==> src/rtl/ap_pkg.sv <==
// ap_pkg: array input_mode codes and loader state encoding shared with the AP controller
package ap_pkg;
  localparam logic [2:0] ROWXROW = 3'd1;
  localparam logic [2:0] COLXCOL = 3'd2;
  localparam logic [2:0] COPY_B  = 3'd3;
  localparam logic [2:0] COPY_R  = 3'd4;
  localparam logic [2:0] COPY_A  = 3'd5;
  typedef enum logic [1:0] {IDLE, LOAD, FILL, DONE} loader_state_t;
endpackage

==> src/rtl/cam_row_loader_if.sv <==
// cam_row_loader_if: upstream word stream plus CAM array write port
interface cam_row_loader_if #(
  parameter int DATA_WIDTH = 4,
  parameter int DATA_DEPTH = 4,
  parameter int ADDR_WIDTH_CAM = 8
);
  localparam int IN_W = DATA_WIDTH > DATA_DEPTH ? DATA_WIDTH : DATA_DEPTH;
  logic [IN_W-1:0] in_data;
  logic in_valid;
  logic in_ready;
  logic [2:0] input_mode;
  logic [ADDR_WIDTH_CAM-1:0] addr_input_Row;
  logic [ADDR_WIDTH_CAM-1:0] addr_input_Col;
  logic [DATA_WIDTH-1:0] Ip_row;
  logic [DATA_DEPTH-1:0] Ip_col;
  logic rstIn;
  modport master (output in_data, in_valid, input in_ready, input_mode, addr_input_Row, addr_input_Col, Ip_row, Ip_col, rstIn);
  modport slave (input in_data, in_valid, output in_ready, input_mode, addr_input_Row, addr_input_Col, Ip_row, Ip_col, rstIn);
endinterface

==> src/rtl/cam_row_loader.sv <==
// cam_row_loader: loads a word stream into consecutive CAM rows/columns; CAM_LOADER_ZERO_FILL_EN zero-fills up to the last entry
module cam_row_loader
  import ap_pkg::*;
#(
  parameter int DATA_WIDTH = 4,
  parameter int DATA_DEPTH = 4,
  parameter int ADDR_WIDTH_CAM = 8
) (
  input  logic clk,
  input  logic rst,
  input  logic start,
  input  logic col_mode,
  input  logic [ADDR_WIDTH_CAM-1:0] base_addr,
  input  logic [ADDR_WIDTH_CAM-1:0] count,
  input  logic abort,
  cam_row_loader_if.slave bus,
  output logic busy,
  output logic done,
  output logic err
);
  localparam int IN_W = DATA_WIDTH > DATA_DEPTH ? DATA_WIDTH : DATA_DEPTH;
  localparam logic [ADDR_WIDTH_CAM:0] LIM_ROW = (ADDR_WIDTH_CAM+1)'(DATA_DEPTH);
  localparam logic [ADDR_WIDTH_CAM:0] LIM_COL = (ADDR_WIDTH_CAM+1)'(DATA_WIDTH);
  localparam logic [ADDR_WIDTH_CAM-1:0] ONE = ADDR_WIDTH_CAM'(1);
  loader_state_t state;
  logic mode_col;
  logic [ADDR_WIDTH_CAM-1:0] cur, rem;
  logic hs, fill_wr, wr;
  logic [ADDR_WIDTH_CAM:0] lim, end_addr;
  logic [IN_W-1:0] wdata;
  // handshake, range limit and the write source (stream word or fill zero)
  always_comb begin
    hs = bus.in_valid & bus.in_ready & ~abort;
    lim = (state == IDLE ? col_mode : mode_col) ? LIM_COL : LIM_ROW;
    end_addr = {1'b0, base_addr} + {1'b0, count};
`ifdef CAM_LOADER_ZERO_FILL_EN
    fill_wr = (state == FILL || (state == LOAD && rem == '0)) && !abort && ({1'b0, cur} < lim);
`else
    fill_wr = 1'b0;
`endif
    wr = hs | fill_wr;
    wdata = fill_wr ? '0 : bus.in_data;
  end
  // load FSM; every array-side output is registered one cycle behind its handshake
  always_ff @(posedge clk) begin
    if (rst) begin
      state <= IDLE;
      mode_col <= 1'b0;
      cur <= '0;
      rem <= '0;
      bus.in_ready <= 1'b0;
      bus.rstIn <= 1'b1;
      bus.input_mode <= 3'd0;
      bus.addr_input_Row <= '0;
      bus.addr_input_Col <= '0;
      bus.Ip_row <= '0;
      bus.Ip_col <= '0;
      busy <= 1'b0;
      done <= 1'b0;
      err <= 1'b0;
    end else begin
      case (state)
        IDLE: if (start) begin
          mode_col <= col_mode;
          cur <= base_addr;
          rem <= count;
          if (count == '0 || end_addr > lim) begin
            state <= DONE;
            done <= 1'b1;
            err <= count != '0;
          end else begin
            state <= LOAD;
            busy <= 1'b1;
            bus.in_ready <= 1'b1;
            bus.input_mode <= col_mode ? COLXCOL : ROWXROW;
          end
        end
        LOAD, FILL: begin
          bus.rstIn <= ~wr;
          if (wr) begin
            cur <= cur + ONE;
            if (mode_col) begin
              bus.addr_input_Col <= cur;
              bus.Ip_col <= wdata[DATA_DEPTH-1:0];
            end else begin
              bus.addr_input_Row <= cur;
              bus.Ip_row <= wdata[DATA_WIDTH-1:0];
            end
          end
          if (hs) begin
            rem <= rem - ONE;
            bus.in_ready <= rem != ONE;
          end
          if (abort) begin
            state <= DONE;
            bus.in_ready <= 1'b0;
            done <= 1'b1;
            err <= 1'b1;
          end else if (rem == '0) begin
            state <= fill_wr ? FILL : DONE;
            done <= !fill_wr;
          end
        end
        DONE: begin
          state <= IDLE;
          bus.rstIn <= 1'b1;
          bus.input_mode <= 3'd0;
          bus.addr_input_Row <= '0;
          bus.addr_input_Col <= '0;
          bus.Ip_row <= '0;
          bus.Ip_col <= '0;
          busy <= 1'b0;
          done <= 1'b0;
          err <= 1'b0;
        end
        default: state <= IDLE;
      endcase
    end
  end
endmodule
==> src/flat_wrapper.sv <==
// flat-port wrapper written by rule: the top's interface ports become plain ports
module cam_row_loader_flat import ap_pkg::*;
#(
  parameter int DATA_WIDTH = 4,
  parameter int DATA_DEPTH = 4,
  parameter int ADDR_WIDTH_CAM = 8
)
  (clk, rst, start, col_mode, base_addr, count, abort, busy, done, err, bus_in_data, bus_in_valid, bus_in_ready, bus_input_mode, bus_addr_input_Row, bus_addr_input_Col, bus_Ip_row, bus_Ip_col, bus_rstIn);
  cam_row_loader_if #(.DATA_WIDTH(DATA_WIDTH), .DATA_DEPTH(DATA_DEPTH), .ADDR_WIDTH_CAM(ADDR_WIDTH_CAM)) bus_i ();
  input  logic clk;
  input  logic rst;
  input  logic start;
  input  logic col_mode;
  input  logic [ADDR_WIDTH_CAM-1:0] base_addr;
  input  logic [ADDR_WIDTH_CAM-1:0] count;
  input  logic abort;
  output logic busy;
  output logic done;
  output logic err;
  input wire logic [$bits(bus_i.in_data)-1:0] bus_in_data;
  input wire logic [$bits(bus_i.in_valid)-1:0] bus_in_valid;
  output wire logic [$bits(bus_i.in_ready)-1:0] bus_in_ready;
  output wire logic [$bits(bus_i.input_mode)-1:0] bus_input_mode;
  output wire logic [$bits(bus_i.addr_input_Row)-1:0] bus_addr_input_Row;
  output wire logic [$bits(bus_i.addr_input_Col)-1:0] bus_addr_input_Col;
  output wire logic [$bits(bus_i.Ip_row)-1:0] bus_Ip_row;
  output wire logic [$bits(bus_i.Ip_col)-1:0] bus_Ip_col;
  output wire logic [$bits(bus_i.rstIn)-1:0] bus_rstIn;
  assign bus_i.in_data = bus_in_data;
  assign bus_i.in_valid = bus_in_valid;
  assign bus_in_ready = bus_i.in_ready;
  assign bus_input_mode = bus_i.input_mode;
  assign bus_addr_input_Row = bus_i.addr_input_Row;
  assign bus_addr_input_Col = bus_i.addr_input_Col;
  assign bus_Ip_row = bus_i.Ip_row;
  assign bus_Ip_col = bus_i.Ip_col;
  assign bus_rstIn = bus_i.rstIn;
  cam_row_loader #(.DATA_WIDTH(DATA_WIDTH), .DATA_DEPTH(DATA_DEPTH), .ADDR_WIDTH_CAM(ADDR_WIDTH_CAM)) u_core (.clk(clk), .rst(rst), .start(start), .col_mode(col_mode), .base_addr(base_addr), .count(count), .abort(abort), .bus(bus_i), .busy(busy), .done(done), .err(err));
endmodule
==> config.mk <==
export PLATFORM = sky130hd
export DESIGN_NAME = cam_row_loader_flat
export DESIGN_NICKNAME = d
export VERILOG_FILES = /design/src/rtl/ap_pkg.sv /design/src/rtl/cam_row_loader_if.sv /design/src/rtl/cam_row_loader.sv /design/src/flat_wrapper.sv
export SDC_FILE = /design/constraint.sdc
export NUM_CORES = 1
export LEC_CHECK = 0
export ABC_AREA = 1
export BUFFER_PORTS_ARGS = -buffer_cell sky130_fd_sc_hd__buf_2
export CAP_MARGIN = 5
export CORE_MARGIN = 1.5
export CORE_UTILIZATION = 45
export CTS_CLUSTER_SIZE = 12
export DETAILED_ROUTE_END_ITERATION = 7
export GPL_ROUTABILITY_DRIVEN = 0
export HOLD_SLACK_MARGIN = 0.03
export PLACE_DENSITY = 0.69
export REMOVE_ABC_BUFFERS = 1
export SYNTH_ARGS = -nofsm -noshare
export SYNTH_HDL_FRONTEND = slang
export SYNTH_SLANG_ARGS = --single-unit
==> constraint.sdc <==
create_clock -name clk -period 4.1 [get_ports clk]
set_input_delay 0.41 -clock clk [delete_from_list [all_inputs] [get_ports clk]]
set_output_delay 0.41 -clock clk [all_outputs]
set_load 0.03 [all_outputs]
# == Word level (Yosys, flattened, before mapping) ==
# Index checks and enable logic that the tools add are counted.
# classes
addsub,3
mul,0
div_mod_pow,0
n_lt_le_gt_ge,1
n_eq_ne,13
shifts,0
mux,43
n_bitwise,4
n_reduce_logical,18
# ops
cell,n
$mux 8,8
$pmux 8 s2,4
$reduce_and 3->1,6
$logic_not 8->1,2
$mux 4,4
$pmux 4 s2,2
$mux 1,11
$mux 2,5
$ne 2x2->1 const B,5
$add 8x8->9,1
$gt 9x3->1 const B,1
$add 8x1->8 const B,1
$ne 8x1->1 const B,1
$reduce_bool 8->1,1
$sub 8x1->8 const B,1
$mux 3,2
$ne 3x2->1 const B,2
$pmux 1 s2,3
$pmux 1 s3,2
$pmux 2 s3,1
$pmux 3 s2,1
$reduce_bool 2->1,3
$eq 2x2->1 const B,2
$ne 2x1->1 const B,2
8 further kinds,11
# totals
regBits,51
latchBits,0
ramBits,0
rom_bits,0
in_bits,26
out_inout_bits,32
elab_cells,96
memories,0

# == Depth between registers and ports, before layout ==
# Gate-level depths: netlist of the first run.
# logic_depth
ltp_word,6
mapped_depth,15
depth_no_buf,15

# == Worst setup path before layout of the first run ==
# Ideal clock, no wire load.
# synth_path
path_kind,input port to flip-flop
startpoint,in base_addr[0]
endpoint,reg u_core.bus.in_ready
setup_ns,0.116
arrival_time_ns,1.951
required_time_ns,3.984
path_slack_ns,2.033
stages,13
n_path_buf,0
cell_sequence,ha_1 -> fa_1 -> or2_0 -> o211ai_1 -> nand2_1 -> nor2_1 -> nand2_1 -> nor2_2 -> nand3_2 -> nand2_4 -> nand3_1 -> nand2_1 -> nor2_1
# synth_via
elab_chain_len,5
# synth_lines
item,line_no,text
start: declaration,flat_wrapper.sv:14,input logic [ADDR_WIDTH_CAM-1:0] base_addr;
$add 8x8->9,cam_row_loader.sv:35,"end_addr = {1'b0, base_addr} + {1'b0, count};"
$gt 9x3->1,cam_row_loader.sv:67,if (count == '0 || end_addr > lim) begin
$logic_or 1x1->1,cam_row_loader.sv:67,
$ne 2x2->1 (no source line),-,
$reduce_and 4->1 (no source line),-,
end signal: assignment,cam_row_loader.sv:74,bus.in_ready <= 1'b1;
end signal: assignment,cam_row_loader.sv:92,bus.in_ready <= rem != ONE;
end signal: assignment,cam_row_loader.sv:96,bus.in_ready <= 1'b0;
end: declaration,cam_row_loader_if.sv:18,"modport slave (input in_data, in_valid, output in_ready, input_mode, addr_input_Row, addr_input_Col, Ip_row, I ..."
# No other way between the ends.
# A chain may end at the register's enable or synchronous reset.

# == Worst setup path after layout of the first run ==
# layout_path
startpoint,reg u_core.state[0]
endpoint,reg u_core.bus.Ip_row[3]
# layout_via
elab_chain_len,4
word_cells_on_any_way,9
classes_between,5 x eq/ne; 1 x mux; 3 x reduce/logical
# layout_lines
item,line_no,text
start: declaration,cam_row_loader.sv:25,loader_state_t state;
start signal: assignment,cam_row_loader.sv:100,state <= fill_wr ? FILL : DONE;
$eq 2x1->1 / $eq 2x2->1 (equally long branches),cam_row_loader.sv:62,case (state)
$reduce_or 2->1,cam_row_loader.sv:62,
$ne 2x2->1 (no source line) (tied with other cells),-,
$reduce_and 3->1 (no source line),-,
end signal: assignment,cam_row_loader.sv:87,bus.Ip_row <= wdata[DATA_WIDTH-1:0];
end: declaration,cam_row_loader_if.sv:18,
# Several ways; a longest one is shown, not always the timed one.

==> results of run 1 <==
-- report_power, final --
part	internal [mW]	switching [mW]
Clock	0.182	0.167
Sequential	0.650	0.0948
Combinational	0.434	0.972
Total	1.27	1.23
-- per-layer routing --
metal,share of wire,vias up,track usage
met5,0,-,0
met4,0.013,0,0.0695
li1,-,1447,-
met3,0.046,8,0.0352
met2,0.47,62,0.337
met1,0.47,1238,0.281
-- area by class of cell --
class / instances / area [sq um]
fill: 636 / 2750
timing repair buffer: 57 / 288
sequential: 50 / 1000
multi-input combinational: 309 / 1590
inverter: 41 / 154
clock inverter: 2 / 37.5
clock buffer: 6 / 72.6
tap: 75 / 93.8
-- worst min-delay path by stage --
stage | from | to | slack, ns | cells after the start
after floorplan | u_core.rem[5] | u_core.rem[5] | 0.44 | 2
after global placement | u_core.busy | u_core.busy | 0.44 | 2
after detailed placement | u_core.bus.addr_input_Col[7] | u_core.bus.addr_input_Col[7] | 0.45 | 2
after CTS | col_mode | u_core.mode_col | 0.38 | 3
after global routing | col_mode | u_core.mode_col | 0.39 | 3
final | col_mode | u_core.mode_col | 0.38 | 3
-- critical path: cells and delay by family, from the launching register on --
family                   cells  cell delay [ns]
AO/OA/AOI/OAI                1             0.22
adder cells (fa/ha/maj)      1             0.74
buffers and inverters        4             0.84
flip-flops                   1             0.38
AND/OR/NAND/NOR              3             0.72
-- synth_stat cells (2+ instances only) --
| master | count |
|---|---|
| a211oi_1 | 4 |
| a21oi_1 | 48 |
| a221oi_1 | 5 |
| a31oi_1 | 4 |
| buf_2 | 7 |
| buf_4 | 2 |
| clkbuf_1 | 7 |
| dfxtp_1 | 50 |
| ha_1 | 16 |
| inv_1 | 39 |
| inv_2 | 2 |
| nand2_1 | 113 |
| nand3_1 | 19 |
| nand3b_1 | 3 |
| nand4_1 | 2 |
| nor2_1 | 49 |
| nor2_2 | 3 |
| nor3_1 | 2 |
| o211ai_1 | 2 |
| o21ai_0 | 21 |
| or2_2 | 2 |
| xor2_1 | 2 |
-- sequential cells by signal, summed over array words and instances, names as in the netlist --
register and cells:
u_core.rem 8, u_core.bus.addr_input_Col 8, u_core.bus.in_ready 1, u_core.mode_col 1, u_core.bus.rstIn 1, u_core.cur 8
u_core.state 2, u_core.err 1, u_core.bus.Ip_row 4, u_core.done 1, u_core.bus.Ip_col 4, u_core.bus.input_mode 2
u_core.busy 1, u_core.bus.addr_input_Row 8
-- metrics by stage --
stage | utilization | hold slack [ns] | setup WS [ns] | total power [mW]
2_1_floorplan | - | 0.437 | 1.69 | 1.80
3_3_place_gp | 0.522 | 0.443 | 1.18 | 2.13
3_5_place_dp | 0.522 | 0.454 | 1.08 | 2.16
4_1_cts | 0.540 | 0.375 | 1.07 | 2.51
5_1_grt | 0.540 | 0.392 | 0.705 | 2.74
6_report | 0.540 | 0.375 | 1.08 | 2.50
-- cell families (layout without fill, tap and decap cells) --
logic type / Yosys count / in the layout / share of synthesized area
XOR/XNOR: 2 / 2 / 0.00620
other: 1 / 1 / 0.00133
AO/OA/AOI/OAI: 90 / 90 / 0.181
flip-flops: 50 / 50 / 0.354
AND/OR/NAND/NOR: 199 / 199 / 0.297
adder cells (fa/ha/maj): 17 / 17 / 0.0779
buffers and inverters: 58 / 106 / 0.0828
==> results.yml, run 1 <==
status:
  run_status: "completed"
pwr:
  leakagePower_nw: 1.53
  ir_drop_v: 0.000394
  p_per_area_nw_per_um2: 772
synth:
  ys_ff_latch: 50
  ys_types: 37
  yosys.area.top_type_share: 0.354
  ys_seq_area_frac: 0.354
  yosys_warnings: 0
  synth_area_leaders: "dfxtp_1, nand2_1, a21oi_1, ha_1, nor2_1"
  synth-edff-count: 0
  syn_inst: 417
  yosys.area.top_type: "dfxtp_1"
  ys.flop_type: "dfxtp_1"
  syn_area_sq_um: 2830
  async_reset_ff_frac: 0
  avgSynthCellArea_sq_um: 6.78
sta:
  fin_crit_sh: 0.737
  setup_tns_ns: 0
  skew_ns: 0.00461
  max_freq_mhz: 331
  drv_slew: 0
  rsz0062_at_grt: "false"
  hold_violations: 0
  min_period_ns: 3.02
  final-setup-viol-count: 0
  tightestPinTransition_ns: 0.702
  slew_headroom: 0.532
critical_path:
  critPathMaxStageDelay_ns: 0.74
  cp-startpoint: "u_core.state[0]"
  reg2reg_to: "u_core.bus.Ip_row[3]"
  regToRegStartpoint: "u_core.state[0]"
  endpoint_kind: "register"
  crit_arrival_ns: 3.23
  crit_path_cell_trace: "inv_1, ha_1, inv_2, nor2_1, inv_1, nand3_1, inv_1, o21ai_0, nor2_1"
  cp_common_cell: "inv_1"
  reg2reg_depth: 9
  cp_slowest_cell: "ha_1"
  critPathMaxFanout: 24
  start_kind: "register"
  setup.worst_path.end: "u_core.bus.Ip_row[3]"
  critical_path_class: "register to register"
  r2r_setup_slack_ns: 1.08
  required_ns: 4.30
cts:
  cts_resized: 0
  worstSkewPairLatency_ns: 0.30
  htree_num_levels: 2
  clkSinkCount: 50
  numCtsBuffers: 5
  postCtsSetupBuffers: 0
  holdBufCountCts: 0
  cts.path.max_buffers: 2
  cts.clk_slew.worst_paths_ns: 0.09
  cts_root_buf: "clkbuf_8"
  cts_tree: "built"
place:
  io_buffers: 56
  placed_cells: 532
  dp_hpwl_um: 4980
  place_area_sq_um: 3130
routing:
  drc: 0
  drt_pre_antenna_iters: 5
  via_per_inst: 5.10
  drtAntennaViolNets: 0
  routed_wl_um: 6620
  wl_per_cell_um: 12.3
  dr_total_vias: 2755
  first_iter_violations: 116
worst_hold_path:
  hold_path_class: "input port to register"
floorplanning:
  die_h_um: 82.2
  core_sq_um: 5990
  io_pins: 58
  num_rows: 28
  start_util: 0.472
  die-area_sq_um: 6760
  die_width_um: 82.2
cells_and_area:
  diodes: 0
  area_growth_pct: 14.6
  nets: 507
  final_area_sq_um: 3240
  final_cell_count_no_fill: 540
  drive_above_1_share: 0.166
  final_cell_mix: "nand2_1, buf_2, dfxtp_1"
  final_common_cell: "nand2_1"
grt:
  track_usage: 0.209
  grt_pass1_wl_um: 11000
  grt_pass1_vias: 2489
  antenna_found_initial: 0
  grt_max_degree: 39
  overflow: 0
job:
  maxCapViolations: 0
Note: power is estimated with default switching activity, not from simulation.
==> run 2, diff against run 1 <==
==> constraint.sdc (replaced) <==
create_clock -name clk -period 2.97 [get_ports clk]
set_input_delay 0.297 -clock clk [delete_from_list [all_inputs] [get_ports clk]]
set_output_delay 0.297 -clock clk [all_outputs]
set_load 0.03 [all_outputs]
==> results.yml, run 2 (synthesis gave the netlist of run 1 again) <==
sta:
  skew_ns: 0.0104
  slew_headroom: 0.588
  hold_ws_ns: 0.261
  max_freq_mhz: 432
  min_period_ns: 2.31
  setup_tns_ns: 0
  rsz0062_at_grt: "false"
  final-setup-viol-count: 0
  hold_violations: 0
  drv_slew: 0
  tightestPinTransition_ns: 0.618
  fin_crit_sh: 0.779
  setup_slack_ns: 0.655
critical_path:
  required_ns: 3.14
  critPathMaxFanout: 24
  reg2reg_depth: 9
  worstPathBufferInverterCount: 3
  r2r_setup_slack_ns: 0.66
  start_kind: "register"
  crit_arrival_ns: 2.49
  cp_slowest_cell: "dfxtp_1"
  reg2reg_to: "u_core.rem[6]"
  regToRegStartpoint: "u_core.state[0]"
  crit_path_cell_trace: "inv_1, ha_1, inv_2, nor2_1, nor3_4, buf_4, nand2_1, o21ai_0, a21oi_1"
  crit_family: "buffers and inverters"
  endpoint_kind: "register"
  critical_path_class: "register to register"
  critPathMaxStageDelay_ns: 0.39
routing:
  drc: 0
  dr_total_vias: 2765
  wl_met1_um: 3210
  first_iter_violations: 148
  wl_met3_um: 252
  drtAntennaViolNets: 0
  via_per_inst: 5.10
  routed_wl_um: 6700
  met2WireLength_um: 3140
  drt_pre_antenna_iters: 4
  wl_per_cell_um: 12.4
  top_layer_used: "met4"
pwr:
  total_power_mw: 3.48
  p_per_area_nw_per_um2: 1070
  leakagePower_nw: 1.54
  ir_drop_v: 0.000614
cts:
  numCtsBuffers: 5
  postCtsSetupBuffers: 0
  cts_root_buf: "clkbuf_8"
  cts.clk_slew.worst_paths_ns: 0.09
  cts_resized: 0
  cts.path.max_buffers: 2
  clkSinkCount: 50
  worstSkewPairLatency_ns: 0.31
  htree_num_levels: 2
  holdBufCountCts: 0
  cts_tree: "built"
cells_and_area:
  fillers: 612
  diodes: 0
  final_common_cell: "nand2_1"
  area_growth_pct: 15.3
  final_cell_mix: "nand2_1, buf_2, dfxtp_1"
  drive_above_1_share: 0.171
  nets: 510
worst_hold_path:
  hold_path_class: "input port to register"
  hold_path_end: "u_core.bus.Ip_col[3]"
  min-delay-start: "bus_in_data[3]"
  hold_depth: 3
grt:
  track_usage: 0.216
  grt_pass1_wl_um: 11300
  antenna_found_initial: 0
  overflow: 0
  grt_max_degree: 39
  grt_pass1_vias: 2498
place:
  dp_hpwl_um: 4980
  place_ws_ns: 0.677
  io_buffers: 56
floorplanning:
  io_pins: 58
  num_rows: 28
  start_util: 0.472
  die_h_um: 82.2
  die-area_sq_um: 6760
  core_sq_um: 5990
  die_width_um: 82.2
job:
  maxCapViolations: 0
status:
  run_status: "completed"
-- run 2: cell count changes in the layout (fill, tap and decap cells not counted), sizes merged --
cell	before	now
clkinvlp	1	0
clkinv	0	1
buf	57	60
clkbuf	6	5
-- run 2: power by group --
part,total (mW),switching (mW),internal (mW)
Clock,0.476,0.228,0.248
Combinational,1.98,1.36,0.620
Sequential,1.03,0.131,0.897
-- run 2: layout make-up --
| class | count | area, sq um | share of cell area |
|---|---|---|---|
| clock inverter | 2 | 38.8 | 0.0119 |
| multi-input combinational | 309 | 1590 | 0.488 |
| timing repair buffer | 60 | 310 | 0.0953 |
| inverter | 41 | 154 | 0.0473 |
| clock buffer | 5 | 68.8 | 0.0211 |
| tap | 75 | 93.8 | 0.0288 |
| sequential | 50 | 1000 | 0.307 |
-- run 2: per-layer routing --
| metal | up-vias | track usage |
|---|---|---|
| li1 | 1454 | - |
| met1 | 1240 | 0.288 |
| met2 | 64 | 0.355 |
| met3 | 7 | 0.0308 |
| met4 | 0 | 0.0780 |
| met5 | - | 0 |
-- run 2: worst max-delay path by stage --
| stage | cells past startpoint | slack, ns | start | end |
|---|---|---|---|---|
| CTS | 8 | 0.66 | u_core.state[0] | u_core.rem[4] |
| finish | 9 | 0.66 | u_core.state[0] | u_core.rem[6] |
| detailed placement | 9 | 0.68 | u_core.state[0] | u_core.bus.addr_input_Col[0] |
| floorplan | 9 | 0.56 | u_core.state[0] | u_core.bus.Ip_row[3] |
| global route | 8 | 0.38 | u_core.state[0] | u_core.rem[4] |
| global placement | 14 | 0.74 | base_addr[0] | u_core.bus.in_ready |
-- run 2: per-stage QoR --
stage / cell area, sq um / cells / utilization
after global routing: 3260 / 542 / 0.544
final: 3260 / 542 / 0.544
after detailed placement: 3150 / 535 / 0.526
after floorplan: 2750 / 400 / -
after CTS: 3260 / 542 / 0.544
after global placement: 3150 / 535 / 0.526
-- run 2: worst reg2reg max path, cell delays in order (launching register included) --
cell     delay (ns)
dfxtp_1        0.39
inv_1          0.08
ha_1           0.32
inv_2          0.31
nor2_1         0.16
nor3_4         0.35
buf_4          0.26
nand2_1        0.08
o21ai_0        0.15
a21oi_1        0.08
